<file path="src/rtl/ram_dma_ctrl.sv">
// rtl/ram_dma_ctrl.sv - FILL/COPY/SUM burst sequencer driving a single-port RAM.
// Optional FILL_INCR_EN: FILL writes pattern+i instead of a constant pattern.
module ram_dma_ctrl #(
  parameter int ADDR_W = 5,
  parameter int DATA_W = 32
) (
  input  logic              clk,
  input  logic              rst_n,
  input  logic              start,
  input  logic [1:0]        op,
  input  logic [ADDR_W-1:0] src_addr,
  input  logic [ADDR_W-1:0] dst_addr,
  input  logic [ADDR_W:0]   len,
  input  logic [DATA_W-1:0] pattern,
  output logic              busy,
  output logic              done,
  output logic              err,
  output logic [DATA_W-1:0] result,
  output logic              mem_ena,
  output logic              mem_wena,
  output logic [ADDR_W-1:0] mem_addr,
  output logic [DATA_W-1:0] mem_wdata,
  input  logic [DATA_W-1:0] mem_rdata
);

  typedef enum logic [2:0] {IDLE, FILL_W, COPY_RD, COPY_WR, SUM_RD, FIN} state_t;

  state_t            state;
  logic [ADDR_W-1:0] src_q;
  logic [ADDR_W-1:0] dst_q;
  logic [ADDR_W:0]   len_q;
  logic [ADDR_W:0]   cnt;
  logic [DATA_W-1:0] pat_q;

  logic [ADDR_W:0]   cnt_nxt;
  logic [ADDR_W-1:0] idx_nxt;
  logic              last;
  logic [DATA_W-1:0] fill_next;

  assign cnt_nxt = cnt + (ADDR_W + 1)'(1);
  assign idx_nxt = cnt_nxt[ADDR_W-1:0];
  assign last    = (cnt_nxt == len_q);

`ifdef FILL_INCR_EN
  assign fill_next = pat_q + DATA_W'(cnt_nxt);
`else
  assign fill_next = pat_q;
`endif

  always_ff @(posedge clk or negedge rst_n) begin
    if (!rst_n) begin
      state     <= IDLE;
      src_q     <= '0;
      dst_q     <= '0;
      len_q     <= '0;
      cnt       <= '0;
      pat_q     <= '0;
      busy      <= 1'b0;
      done      <= 1'b0;
      err       <= 1'b0;
      result    <= '0;
      mem_ena   <= 1'b0;
      mem_wena  <= 1'b0;
      mem_addr  <= '0;
      mem_wdata <= '0;
    end else begin
      case (state)
        IDLE: begin
          if (start) begin
            src_q <= src_addr;
            dst_q <= dst_addr;
            len_q <= len;
            pat_q <= pattern;
            cnt   <= '0;
            busy  <= 1'b1;
            if (op == 2'b10) result <= '0;
            if (len == '0 || op == 2'b11) begin
              state <= FIN;
              done  <= 1'b1;
              err   <= (op == 2'b11);
            end else begin
              // The first access is issued straight from the command inputs.
              mem_ena <= 1'b1;
              case (op)
                2'b00: begin
                  state     <= FILL_W;
                  mem_wena  <= 1'b1;
                  mem_addr  <= dst_addr;
                  mem_wdata <= pattern;
                end
                2'b01: begin
                  state    <= COPY_RD;
                  mem_addr <= src_addr;
                end
                default: begin
                  state    <= SUM_RD;
                  mem_addr <= src_addr;
                end
              endcase
            end
          end
        end
        FILL_W: begin
          if (last) begin
            state     <= FIN;
            done      <= 1'b1;
            mem_ena   <= 1'b0;
            mem_wena  <= 1'b0;
            mem_addr  <= '0;
            mem_wdata <= '0;
          end else begin
            cnt       <= cnt_nxt;
            mem_addr  <= dst_q + idx_nxt;
            mem_wdata <= fill_next;
          end
        end
        COPY_RD: begin
          // mem_wdata doubles as the copy buffer for the following write.
          state     <= COPY_WR;
          mem_wena  <= 1'b1;
          mem_addr  <= dst_q + cnt[ADDR_W-1:0];
          mem_wdata <= mem_rdata;
        end
        COPY_WR: begin
          mem_wena  <= 1'b0;
          mem_wdata <= '0;
          if (last) begin
            state    <= FIN;
            done     <= 1'b1;
            mem_ena  <= 1'b0;
            mem_addr <= '0;
          end else begin
            state    <= COPY_RD;
            cnt      <= cnt_nxt;
            mem_addr <= src_q + idx_nxt;
          end
        end
        SUM_RD: begin
          result <= result + mem_rdata;
          if (last) begin
            state    <= FIN;
            done     <= 1'b1;
            mem_ena  <= 1'b0;
            mem_addr <= '0;
          end else begin
            cnt      <= cnt_nxt;
            mem_addr <= src_q + idx_nxt;
          end
        end
        FIN: begin
          state <= IDLE;
          busy  <= 1'b0;
          done  <= 1'b0;
          err   <= 1'b0;
        end
        default: state <= IDLE;
      endcase
    end
  end

endmodule

</file>
<file path="config.mk">
export PLATFORM = sky130hd
export DESIGN_NAME = ram_dma_ctrl
export DESIGN_NICKNAME = d
export VERILOG_FILES = /design/src/rtl/ram_dma_ctrl.sv
export SDC_FILE = /design/constraint.sdc
export NUM_CORES = 1
export LEC_CHECK = 0
export CORE_ASPECT_RATIO = 0.75
export CORE_MARGIN = 4
export CORE_UTILIZATION = 50
export DETAILED_ROUTE_END_ITERATION = 7
export PLACE_DENSITY = 0.84
export REMOVE_ABC_BUFFERS = 1
export SLEW_MARGIN = 10
export SYNTH_ARGS = -nofsm -noshare
export SYNTH_HDL_FRONTEND = slang
export SYNTH_SLANG_ARGS = --single-unit
</file>
<file path="constraint.sdc">
create_clock -name clk -period 3.1 [get_ports clk]
set_input_delay 0.465 -clock clk [delete_from_list [all_inputs] [get_ports clk]]
set_output_delay 0.465 -clock clk [all_outputs]
set_load 0.01 [all_outputs]
</file>
==> flow_summary.json <==
{
  "failed_checks": "design-rule violations",
  "place_hpwl_um": 17300,
  "synth.area.top_cells": "dfrtp_1 41%, mux2_2 6.9%, ha_1 6.9%",
  "drtIter0Drc": 930,
  "avgSynthCellArea_um2": 9.51,
  "slew_headroom": 0.432,
  "clk_pin_slew_worst_paths_ps": 60,
  "critPathTopFamily": "compound AO/OA/AOI/OAI gates",
  "tightest_slew_ps": 849,
  "ff2ff_path_depth": 11,
  "clock_latency_ps": 420,
  "cts.htree.levels": 4,
  "hp-class": "in2async",
  "wl_met2_um": 10200,
  "drc": 2,
  "critPathMaxFanout": 3,
  "synth_seq_area_share": 0.412,
  "layout_min_cycle_time_ps": 2970,
  "top_layer": "met4",
  "fin_cells": 1233,
  "drv_cap": 0,
  "dpl.cell_count": 1200,
  "first_global_vias": 7340,
  "cts-root-buf": "clkbuf_16",
  "tritoncts": "built",
  "drt-vias-per-instance": 6.08,
  "final-setup-viol-count": 0,
  "cts_hold_buffers": 0,
  "synth_warnings": 0,
  "wl_um": 24000,
  "worstSetupPathType": "in2reg",
  "wl_per_cell_um": 19.5,
  "grt_pass1_wl_um": 38500,
  "ys_seq_elements": 131,
  "vdd_drop_max_v": 0.000521,
  "coreArea_um2": 15400,
  "cp-end-kind": "flop",
  "synth.most_common_cell": "dfrtp_1",
  "drtAntennaViolNets": 0,
  "crit_path_start_kind": "primary input",
  "crit_chain": "clkdlybuf4s50_1, ha_1, inv_1, fa_1, nand2b_1, a21oi_1, o2111ai_1, a31oi_1, and3b_1, o31ai_1, xnor2_1, o21ai_0",
  "syn_inst": 836,
  "startpoint": "mem_rdata[0]",
  "numPortBuffers": 158,
  "met1Wirelength_um": 11000,
  "dieArea_um2": 18000,
  "clock.fmax_mhz": 337,
  "first_pass_iters": 8,
  "power_density_nw_per_um2": 1140,
  "met3_length_um": 2550,
  "synth_largest_area_cell": "dfrtp_1",
  "ioPinCount": 159,
  "min_period_over_period": 0.957,
  "cts_buffer_depth": 2,
  "cts_setup_buffers": 0,
  "status": "complete, but fails checks",
  "grt_antenna_before_repair": 0,
  "grt-ovfl-total": 0,
  "drv_slew": 0,
  "hold_viol_final": 0,
  "cp.arrival_ps": 3260,
  "synth_commonest_cells": "131 x dfrtp_1, 94 x a21oi_1, 70 x o21ai_0",
  "clock_skew_ps": 9.66,
  "synth_cell_type_count": 63,
  "required_ps": 3390,
  "cp_num_cells": 12,
  "path_buf_inv": 2,
  "gp_congestion": 0.926,
  "final_util": 0.689,
  "chipWidth_um": 154,
  "r2r_start": "cnt[0]",
  "synth_area_um2": 7950,
  "initial_core_util": 0.516,
  "async_flop_share": 1.00,
  "cts.sink_count": 131,
  "p_leak_nw": 4.68,
  "worst_path_max_delay_cell": "clkdlybuf4s50_1",
  "syn_to_final_growth_pct": 33.5,
  "crit_path_max_incr_delay_ps": 530,
  "dieHeight_um": 117,
  "cts-buffers-inserted": 17,
  "ctsResizeCount": 0,
  "rsz0062_at_grt": "false",
  "antennaDiodeCount": 0,
  "fin_nets": 1148,
  "num_vias": 7495,
  "synth-edff-count": 0,
  "rows": 39,
  "fillCellCount": 1242,
  "drive_above_1_share": 0.143,
  "grt_util_all_layers": 0.267,
  "yosys_most_used_dff": "dfrtp_1",
  "grt_max_degree": 70,
  "synth_top_area_frac": 0.412
}
[flip-flops by register name, summed over array words and instances (netlist names)]
signal / count
fill_next: 32
mem_wdata: 32
result: 32
cnt: 6
len_q: 6
dst_q: 5
mem_addr: 5
src_q: 5
state: 3
busy: 1
done: 1
err: 1
mem_ena: 1
mem_wena: 1
[worst reg2reg max path, delay by kind of cell (launching register included)]
family	cells	cell delay, ps
mux	1	270
fa+ha+maj	2	610
flops	1	430
xor+xnor	3	660
compound gates	5	810
[cells by family after synthesis]
group / count (synthesis) / synth area share
mux: 54 / 0.0757
fa+ha+maj: 48 / 0.0793
compound gates: 280 / 0.230
buf+inv: 83 / 0.0398
simple gates: 196 / 0.113
xor+xnor: 44 / 0.0502
flops: 131 / 0.412
[final timing paths]
check,endpoint,slack (ps)
setup reg to reg,mem_addr[4],220
hold / removal,mem_addr[1],40
max in group asynchronous,mem_wdata[18],2290
hold reg to reg,fill_next[16],500
min in group clk,fill_next[16],500
setup / recovery,result[30],130
[layout make-up]
class | count | area (um^2) | area share
multi-input combinational | 623 | 4400 | 0.414
sequential | 131 | 3280 | 0.309
tap | 205 | 256 | 0.0242
clock buffer | 21 | 450 | 0.0424
clock inverter | 11 | 111 | 0.0105
timing repair buffer | 212 | 2010 | 0.190
inverter | 30 | 113 | 0.0106
[per-stage QoR]
| step | hold slack, ps | power [mW] | cell area [um^2] | setup TNS [ps] | setup WS [ps] |
|---|---|---|---|---|---|
| after floorplan | 169 | 7.48 | 7750 | -18740 | -782 |
| after global placement | 487 | 9.81 | 10000 | -391 | -160 |
| after detailed placement | 494 | 10.0 | 10000 | -898 | -259 |
| after CTS | 59.9 | 12.0 | 10600 | 0 | 32.2 |
| after global routing | 91.7 | 13.0 | 10600 | 0 | 32.3 |
| final | 35.6 | 12.2 | 10600 | 0 | 133 |
[where the power goes]
part           switching (mW)  internal (mW)  total [mW]
clock                   0.735           1.19        1.93
sequential              0.576           2.55        3.13
combinational            3.68           3.42        7.10
total                    4.99           7.17        12.2
[metal layers]
metal  GRT usage  vias up
met2       0.399      413
li1            -     3454
met3      0.0871       32
met1       0.382     3596
met5           0        -
met4      0.0606        0
[cells in the final DEF (no fill, tap or decap), drive strengths merged, types with 4 or more instances in the layout]
cell,n
nand3,17
a21oi,94
nand2,69
clkbuf,21
ha,44
inv,30
nor3,9
xnor2,23
nand2b,5
o21a,5
o211ai,7
dfrtp,131
mux2i,5
and3,6
buf,55
nor2,63
a31oi,7
a32o,4
a21o,24
fa,4
o21ai,72
a22o,7
nand4,12
clkdlybuf4s50,157
xor2,20
clkinv,8
mux2,49
a222oi,32
Power figures use the tool's default switching activity.
